===== src/rtl/ot_addr_serializer.sv =====
// Serial frame transmitter: shifts a 16-bit address out LSB-first,
// waits for the target-select acknowledge, then (on a write) shifts
// the write data out LSB-first before pulsing release/done.
// Ports: clk, rst (sync, active-high); start/addr/wdata/write request
// inputs; addr_ack target-select acknowledge; ready, bus_data_out,
// bus_data_out_valid, bus_mode, release_out, done, err outputs.
module ot_addr_serializer #(
  parameter int ADDR_W      = 16,
  parameter int DATA_W      = 8,
  parameter int ACK_TIMEOUT = 8
) (
  input  logic              clk,
  input  logic              rst,
  input  logic              start,
  input  logic [ADDR_W-1:0] addr,
  input  logic [DATA_W-1:0] wdata,
  input  logic              write,
  input  logic              addr_ack,
  output logic              ready,
  output logic              bus_data_out,
  output logic              bus_data_out_valid,
  output logic              bus_mode,
  output logic              release_out,
  output logic              done,
  output logic              err
);

  localparam int MAXW = (ADDR_W > DATA_W) ? ADDR_W : DATA_W;
  localparam int BW   = (MAXW > 1) ? $clog2(MAXW) : 1;
  localparam int AB   = (ADDR_W > 1) ? $clog2(ADDR_W) : 1;
  localparam int DB   = (DATA_W > 1) ? $clog2(DATA_W) : 1;
  localparam int WW   = (ACK_TIMEOUT > 1) ? $clog2(ACK_TIMEOUT) : 1;

  typedef enum logic [2:0] {
    S_IDLE,
    S_ADDR,
    S_WAIT,
    S_DATA,
    S_FIN
  } state_t;

  state_t            state;
  state_t            state_n;
  logic [ADDR_W-1:0] addr_q;
  logic [DATA_W-1:0] wdata_q;
  logic              write_q;
  logic [BW-1:0]     bit_cnt;
  logic [BW-1:0]     bit_n;
  logic [WW-1:0]     wait_cnt;
  logic [WW-1:0]     wait_n;
  logic              tout_q;
  logic              tout_n;
  logic              cap;

  always_ff @(posedge clk) begin
    if (rst) begin
      state    <= S_IDLE;
      addr_q   <= '0;
      wdata_q  <= '0;
      write_q  <= 1'b0;
      bit_cnt  <= '0;
      wait_cnt <= '0;
      tout_q   <= 1'b0;
    end else begin
      state    <= state_n;
      bit_cnt  <= bit_n;
      wait_cnt <= wait_n;
      tout_q   <= tout_n;
      if (cap) begin
        addr_q  <= addr;
        wdata_q <= wdata;
        write_q <= write;
      end
    end
  end

  always_comb begin
    state_n = state;
    bit_n   = bit_cnt;
    wait_n  = wait_cnt;
    tout_n  = tout_q;
    cap     = 1'b0;
    unique case (state)
      S_IDLE: begin
        if (start) begin
          cap     = 1'b1;
          bit_n   = '0;
          tout_n  = 1'b0;
          state_n = S_ADDR;
        end
      end
      S_ADDR: begin
        if (bit_cnt == BW'(ADDR_W - 1)) begin
          bit_n   = '0;
          wait_n  = '0;
          state_n = S_WAIT;
        end else begin
          bit_n = bit_cnt + BW'(1);
        end
      end
      S_WAIT: begin
        if (addr_ack) begin
          bit_n   = '0;
          state_n = write_q ? S_DATA : S_FIN;
        end else if (wait_cnt == WW'(ACK_TIMEOUT - 1)) begin
          tout_n  = 1'b1;
          state_n = S_FIN;
        end else begin
          wait_n = wait_cnt + WW'(1);
        end
      end
      S_DATA: begin
        if (bit_cnt == BW'(DATA_W - 1)) begin
          bit_n   = '0;
          state_n = S_FIN;
        end else begin
          bit_n = bit_cnt + BW'(1);
        end
      end
      S_FIN: begin
        state_n = S_IDLE;
      end
      default: begin
        state_n = S_IDLE;
      end
    endcase
  end

  always_comb begin
    bus_data_out = 1'b0;
    if (state == S_ADDR) begin
      bus_data_out = addr_q[bit_cnt[AB-1:0]];
    end else if (state == S_DATA) begin
      bus_data_out = wdata_q[bit_cnt[DB-1:0]];
    end
  end

  assign ready              = (state == S_IDLE);
  assign bus_data_out_valid = (state == S_ADDR) || (state == S_DATA);
  assign bus_mode           = (state == S_DATA);
  assign done               = (state == S_FIN);
  assign release_out        = (state == S_FIN) && !tout_q;
  assign err                = (state == S_FIN) && tout_q;

endmodule


===== config.mk =====
export PLATFORM = sky130hd
export DESIGN_NAME = ot_addr_serializer
export DESIGN_NICKNAME = d
export VERILOG_FILES = /design/src/rtl/ot_addr_serializer.sv
export SDC_FILE = /design/constraint.sdc
export NUM_CORES = 1
export LEC_CHECK = 0
export BUFFER_PORTS_ARGS = -buffer_cell sky130_fd_sc_hd__buf_2
export CAP_MARGIN = 20
export CORE_AREA = 8 8 66 68
export CTS_BUF_LIST = sky130_fd_sc_hd__clkbuf_4 sky130_fd_sc_hd__clkbuf_8 sky130_fd_sc_hd__clkbuf_16
export DETAILED_ROUTE_END_ITERATION = 8
export DIE_AREA = 0 0 74 76
export GPL_ROUTABILITY_DRIVEN = 0
export GPL_TIMING_DRIVEN = 0
export PLACE_DENSITY = 0.85
export SYNTH_ARGS = -nofsm -noshare
export SYNTH_HDL_FRONTEND = slang
export SYNTH_SLANG_ARGS = --single-unit
export TNS_END_PERCENT = 10

===== constraint.sdc =====
create_clock -name clk -period 2.35 [get_ports clk]
set_clock_uncertainty 0.2 [all_clocks]
set_input_delay 0.3525 -clock clk [delete_from_list [all_inputs] [get_ports clk]]
set_output_delay 0.3525 -clock clk [all_outputs]
set_load 0.005 [all_outputs]

== Word-level counts from Yosys, hierarchy flattened ==
Cells that the tools add are included.

* Bits of input ports: 29
* Output and inout bits: 7
* Logic and storage cells: 66
* Register bits after elaboration: 36

* $add $sub $neg: 2
* $lt $le $gt $ge: 2
* Equality and inequality tests: 15
* Mux-type cells: 28
* Reductions and logical operators: 12

{| class="wikitable"
|+ Operators by type and width
! operator !! count
|-
| $mux W3 || 9
|-
| $mux W4 || 4
|-
| $pmux W4 S4 || 1
|-
| $ne A2 B2 Y1 const B || 6
|-
| $pmux W3 S4 || 1
|-
| $reduce_and A4 Y1 || 3
|-
| $mux W1 || 9
|-
| $eq A3 B2 Y1 const B || 2
|-
| $eq A3 B3 Y1 const B || 2
|-
| $pmux W3 S2 || 1
|-
| $lt A4 B5 Y1 const B || 1
|-
| $add A4 B1 Y4 const B || 1
|-
| $bmux W1 S4 || 1
|-
| $eq A4 B3 Y1 const B || 1
|-
| $eq A4 B4 Y1 const B || 1
|-
| $lt A3 B4 Y1 const B || 1
|-
| $reduce_bool A2 Y1 || 2
|-
| $reduce_bool A4 Y1 || 1
|-
| $add A3 B1 Y3 const B || 1
|-
| $bmux W1 S3 || 1
|-
| $eq A3 B1 Y1 const B || 1
|-
| $logic_not A3 Y1 || 1
|-
| $ne A3 B3 Y1 const B || 1
|-
| $reduce_and A3 Y1 || 1
|-
| other kinds (5) || 6
|}

== Logic depth before layout (Yosys ltp) ==
Gate-level depths: netlist of the first run.

* Depth in word-level cells: 4
* Depth in mapped cells: 7
* Depth with buffers taken out: 6

== Least setup slack after synthesis of the first run ==
No wires, ideal clock.

* Path type: register to output
* Start: register bit_cnt[0]
* End: output port bus_data_out
* Arrival time: 1.363 ns
* Cell stages (with the launch flop): 6
* Setup slack: 0.434 ns
* Required time: 1.798 ns
* Cells stage by stage: dfxtp_1 buf_2 mux4_2 mux2_2 nand2_1 o211ai_1

* Word-level cells in the longest chain between the ends: 4
* Elaborated cells between the ends (all ways): 6
* Those cells by class: mux: 6

{| class="wikitable"
|+ RTL lines
! what !! line !! text
|-
| start, declared || 47 || <nowiki>logic [BW-1:0] bit_cnt;</nowiki>
|-
| start signal, assigned || 66 || <nowiki>bit_cnt <= bit_n;</nowiki>
|-
| $bmux W1 S3 || 134 || <nowiki>bus_data_out = wdata_q[bit_cnt[DB-1:0]];</nowiki>
|-
| $mux W1 (implied by the code) || 134 ||
|-
| $mux W1 || 133 || <nowiki>end else if (state == S_DATA) begin</nowiki>
|-
| $mux W1 * || 131 || <nowiki>if (state == S_ADDR) begin</nowiki>
|-
| end, declared || 20 || <nowiki>output logic bus_data_out,</nowiki>
|}

Mark *: on every way between the ends. The rest lies on a longest branch, timed or not. The select of a mux whose other input is x is not followed.

== Worst setup path in the final report of the first run ==
Ends and elaborated chain as after synthesis.

==> run_results.csv, run 1 <==
group,metric,value,unit
run_status,status,"complete, but fails checks",
run_status,violations,"negative setup slack",
grt,grtUsageMet3,0.0329,
critical_path,endpoint_kind,"output pin",
die,num_rows,22,
grt,grt_overflow,0,
synth,synth_edf_count,0,
die,core,3440,um2
clock_network,worstSkewPairLatency,360,ps
timing,hold_slack,16.5,ps
grt,antenna_found_initial,0,
pwr,p_leak,0.832,nW
grt,grt_start_max_net_pins,12,
drt,avgViaCountPerCell,5.24,
clock_network,clkTransAtPathRegs,110,ps
pwr,switching_share,0.338,
timing,hold_violations,0,
die,die_h,76,um
timing,slew_headroom,0.662,
synth,synth-seq-area-share,0.421,
grt,grt_busiest_layer,"met2",
pwr,vdd_ir_drop_max,0.382,mV
clock_network,cts_tree,"done",
grt,grtUsageTotal,0.141,
timing,rsz0062_at_grt,"true",
drt,drt_iter0_drc,74,
clock_network,cts.sinks,36,
timing,finalSetupViolCount,1,
drt,drtPass1Iterations,4,
critical_path,r2r_cells,4,
die,io_pins,36,
pwr,power.density,780,nW/um2
drt,drtAntennaViolNets,0,
timing,worst_slew_pin_slew,508,ps
drt,drt-wirelength-per-cell,12.4,um
hold_path,hold_depth,3,
layout,n_fill_cell,338,
pwr,finalPower,1.59,mW
placed_design,io_buffers,34,
critical_path,crit_path_max_fanout,4,
pwr,comb_power_share,0.309,
clock_network,clk_path_buf_depth,2,
layout,stdcell_area,2040,um2
layout,finalNonFillerCells,305,
layout,layout_commonest_cell,"nand2_1",
synth,netlist_area,1710,um2
synth,synth_nets,246,
clock_network,clockRootBuffer,"clkbuf_4",
placed_design,post-dp-hpwl,2820,um
pwr,p_int,1.05,mW
synth,synth-async-reset-ratio,0,
clock_network,cts_hold_buf,0,
placed_design,dpl_worst_slack,188,ps
clock_network,cts.htree.levels,2,
grt,grt_pass1_wl,6350,um
timing,min_period,2420,ps
critical_path,worstPathRequired,1800,ps
hold_path,hold_class,"in2reg",
drt,num_vias,1598,
synth,ys_seq_elements,36,
critical_path,startpoint_type,"register",
grt,grt_pass1_vias,1573,
pwr,clockPowerShare,0.230,
job,drv_cap,0,
synth,avgSynthCellArea,8.00,um2
die,fp.dieW,74,um
drt,wirelength,3770,um
placed_design,placed_area,1940,um2
critical_path,path_class,"reg2out",
timing,finalSetupTns,-69.1,ps
clock_network,numCtsBuffers,5,
timing,clock.fmax,413,MHz
pwr,seq_power_share,0.461,
die,die-area,5620,um2
synth,yosysWarnings,0,
synth,ys.flop_type,"dfxtp_1",
drt,drc,0,
timing,fin_crit_sh,1.03,
layout,nNetsFinal,288,
synth,syn_inst,214,
layout,final_cell_mix,"60 x nand2_1, 40 x buf_2, 35 x dfxtp_1, 32 x a21oi_1, 9 x nor2_1",
critical_path,worst_ep_arrival_time,1870,ps
timing,final_max_slew_viol_count,0,
layout,diodes,0,
timing,fin_ws,-69.1,ps
layout,post-route-util,0.592,
layout,area_delta_synth_final,19.1,%
synth,ys_types,34,
pwr,p_sw,538,uW
grt,met2_usage,0.235,
die,start_util,0.497,
grt,use_met1,0.152,
placed_design,placed_cells,296,
layout,drive_above_1_share,0.233,
power groups by stage:
stage / clock [mW] / combinational, mW / sequential, mW
2_1_floorplan: 0 / 0.348 / 0.733
5_1_grt: 0.399 / 0.551 / 0.742
3_5_place_dp: 0 / 0.469 / 0.745
3_3_place_gp: 0 / 0.461 / 0.742
6_report: 0.365 / 0.491 / 0.733
4_1_cts: 0.374 / 0.485 / 0.733
layout make-up:
class	count	area, um2	share of cell area
Sequential cell	36	722	0.354
Timing Repair Buffer	35	178	0.0872
Tap cell	48	60.1	0.0295
Clock inverter	1	7.51	0.00368
Clock buffer	7	58.8	0.0289
Buffer	15	75.1	0.0368
Multi-Input combinational cell	160	926	0.454
Inverter	3	11.3	0.00552
metal layers:
metal,share of wire,vias to the layer above
met4,0.025,0
met1,0.45,744
met5,0,-
met3,0.042,7
li1,-,813
met2,0.49,34
synth_stat cells (2+ instances only):
| master | n | area share |
|---|---|---|
| buf_2 | 8 | 0.023 |
| nor2_1 | 9 | 0.020 |
| ha_1 | 3 | 0.022 |
| inv_1 | 3 | 0.0066 |
| nor3_1 | 2 | 0.0058 |
| a22oi_1 | 3 | 0.013 |
| mux2_2 | 2 | 0.013 |
| nor4b_1 | 2 | 0.010 |
| o2bb2ai_1 | 2 | 0.010 |
| o21ai_0 | 6 | 0.018 |
| mux4_2 | 2 | 0.026 |
| nand2_1 | 61 | 0.13 |
| a21oi_1 | 32 | 0.094 |
| and2_1 | 4 | 0.015 |
| nand2b_1 | 3 | 0.011 |
| a2111oi_0 | 3 | 0.015 |
| mux2i_1 | 8 | 0.047 |
| dfxtp_1 | 36 | 0.42 |
| clkbuf_1 | 7 | 0.015 |
| nor2b_1 | 4 | 0.015 |
critical path: stages (launching register included):
cell,delay [ps]
dfxtp_2,360
buf_6,120
mux4_2,480
mux2_4,280
nand2_2,50
o211ai_1,80
buf_2,150
repair_timing:
item,in CTS,in global routing
resized for setup,4,5
hold endpoints to repair,0,0
pin swaps,2,2
setup endpoints to repair,1,1
buffers inserted,1,0
gates cloned,0,0
cell families after synthesis:
kind of cell             Yosys count  synth area share
adder cells (fa/ha/maj)            3            0.0219
AND/OR/NAND/NOR                   93             0.246
AO/OA/AOI/OAI                     51             0.174
multiplexers                      12            0.0863
XOR/XNOR                           1           0.00512
flip-flops                        36             0.421
buffers and inverters             18            0.0453
sequential cells by signal, summed over array words and instances, names as in the netlist:
| register | flops |
|---|---|
| tout_q | 1 |
| bit_cnt | 4 |
| state | 3 |
| write_q | 1 |
| wdata_q | 8 |
| wait_cnt | 3 |
| addr_q | 16 |
path summary, 6_finish.rpt:
| check | from | end | slack (ps) |
|---|---|---|---|
| worst min-delay path | addr[7] | addr_q[7]$_SDFFE_PP0P_ | 20 |
| worst min register to register | addr_q[0]$_SDFFE_PP0P_ | addr_q[0]$_SDFFE_PP0P_ | 260 |
| worst max register to register | bit_cnt[1]$_SDFFE_PP0P_ | state[2]$_SDFFE_PP0P_ | 390 |
| worst max-delay path | bit_cnt[0]$_SDFFE_PP0P_ | bus_data_out | -70 |
Power figures use the tool's default switching activity.
==> run 2: changes to the inputs <==
CORE_AREA = 2 2 76 78   (was 8 8 66 68)
DIE_AREA = 0 0 78 80   (was 0 0 74 76)
PLACE_DENSITY = 0.6   (was 0.85)
==> run_results.csv, run 2 (synthesis gave the netlist of run 1 again) <==
group,metric,value,unit
run_status,status,"complete, but fails checks",
run_status,violations,"negative setup slack",
critical_path,worst_ep_arrival_time,1810,ps
timing,fin_ws,-11.0,ps
layout,regMostFlops,"addr_q",
layout,final_cell_mix,"60 x nand2_1, 40 x buf_2, 35 x dfxtp_1, 32 x a21oi_1, 9 x nor2_1",
layout,reg.largest.list,"addr_q (16), wdata_q (8), bit_cnt (4)",
critical_path,startpoint_type,"register",
die,core,5410,um2
critical_path,cp_cell_sequence,"buf_6, mux4_2, mux2_4, nand2_2, o211ai_1, buf_2",
die,io_pins,36,
drt,drtAntennaViolNets,0,
timing,min_period,2360,ps
clock_network,numCtsBuffers,5,
layout,nNetsFinal,291,
die,num_rows,27,
critical_path,worstPathRequired,1800,ps
pwr,power.density,833,nW/um2
timing,hold_violations,0,
clock_network,cts.htree.levels,2,
timing,clock.fmax,424,MHz
critical_path,worst_path_max_delay_cell,"mux4_2",
clock_network,clk_path_buf_depth,2,
layout,area_delta_synth_final,24.9,%
grt,grt_overflow,0,
timing,worst_slew_pin_slew,461,ps
grt,grt_pass1_vias,1462,
layout,seq_area,722,um2
timing,rsz0062_at_grt,"true",
grt,grt_start_max_net_pins,13,
timing,slew_headroom,0.685,
grt,grt_pass1_wl,6450,um
clock_network,cts.sinks,36,
timing,final_max_slew_viol_count,0,
pwr,finalPower,1.78,mW
drt,wirelength,3860,um
drt,drt-wirelength-per-cell,11.6,um
layout,layout_commonest_cell,"nand2_1",
layout,multi_input_area,928,um2
drt,avgViaCountPerCell,4.70,
layout,diodes,0,
clock_network,clockRootBuffer,"clkbuf_8",
placed_design,post-dp-hpwl,2840,um
drt,drtPass1Iterations,4,
die,die_h,80,um
die,die-area,6240,um2
hold_path,hold_class,"in2reg",
critical_path,slowest_delay,480,ps
critical_path,crit_path_max_fanout,5,
pwr,p_leak,0.867,nW
die,start_util,0.317,
clock_network,cts_tree,"done",
drt,drt_iter0_drc,78,
clock_network,clkTransAtPathRegs,70,ps
timing,finalSetupViolCount,1,
critical_path,path_class,"reg2out",
placed_design,io_buffers,34,
timing,finalSetupTns,-11.0,ps
placed_design,dpl_worst_slack,177,ps
layout,n_fill_cell,595,
pwr,vdd_ir_drop_max,0.271,mV
critical_path,endpoint_kind,"output pin",
job,drv_cap,0,
drt,drc,0,
timing,fin_crit_sh,1.00,
grt,antenna_found_initial,0,
grt,grtUsageTotal,0.129,
die,fp.dieW,78,um
clock_network,worstSkewPairLatency,280,ps
drt,num_vias,1560,
layout,drive_above_1_share,0.246,
layout,largest_reg_flops,16,
==> run 2: path summary, 6_finish.rpt <==
path | startpoint | slack [ps] | depth (start not counted) | endpoint
min | wdata[5] | 100 | 3 | wdata_q[5]$_SDFFE_PP0P_
max | bit_cnt[0]$_SDFFE_PP0P_ | -10 | 6 | bus_data_out
min reg2reg | addr_q[0]$_SDFFE_PP0P_ | 250 | 2 | addr_q[0]$_SDFFE_PP0P_
max reg2reg | bit_cnt[1]$_SDFFE_PP0P_ | 380 | 4 | state[2]$_SDFFE_PP0P_
==> run 2: what timing repair did <==
| action | in CTS | in global routing |
|---|---|---|
| hold buffers | 0 | 0 |
| buffers inserted | 1 | 3 |
| resized for setup | 5 | 4 |
| pin swaps | 2 | 0 |
| endpoints found under the setup margin | 1 | 1 |
| cloned | 0 | 0 |
==> run 2: per-layer routing <==
metal,vias to the layer above,GRT usage,share of wire
li1,825,-,-
met1,707,0.156,0.48
met2,26,0.221,0.47
met3,2,0.0385,0.041
met4,0,0.0421,0.0099
met5,-,0,0
==> run 2: layout make-up <==
| class | instances | share of cell area |
|---|---|---|
| inverter | 3 | 0.00527 |
| tap | 72 | 0.0421 |
| clock buffer | 5 | 0.0322 |
| sequential | 36 | 0.338 |
| clock inverter | 3 | 0.0199 |
| multi-input combinational | 160 | 0.434 |
| timing repair buffer | 38 | 0.0936 |
| buffer | 15 | 0.0351 |
==> run 2: critical path: cells and delay by family, from the launching register on <==
family | cells | cell delay (ps)
compound gates | 1 | 90
buf+inv | 2 | 280
flops | 1 | 340
mux | 2 | 760
simple gates | 1 | 50
==> run 2: report_power, final <==
part	leakage (nW)	switching (mW)	internal, mW
combinational	0.518	0.293	0.219
sequential	0.295	0.0444	0.688
clock	0.0541	0.223	0.314
==> run 2: stage by stage <==
step / hold slack (ps) / instances / utilization / area (um2)
CTS: 86.9 / 329 / 0.389 / 2100
floorplan: 232 / 214 / - / 1710
detailed placement: 246 / 320 / 0.365 / 1970
finish: 97.8 / 332 / 0.396 / 2140
global route: 99.4 / 332 / 0.396 / 2140
global placement: 241 / 320 / 0.365 / 1970
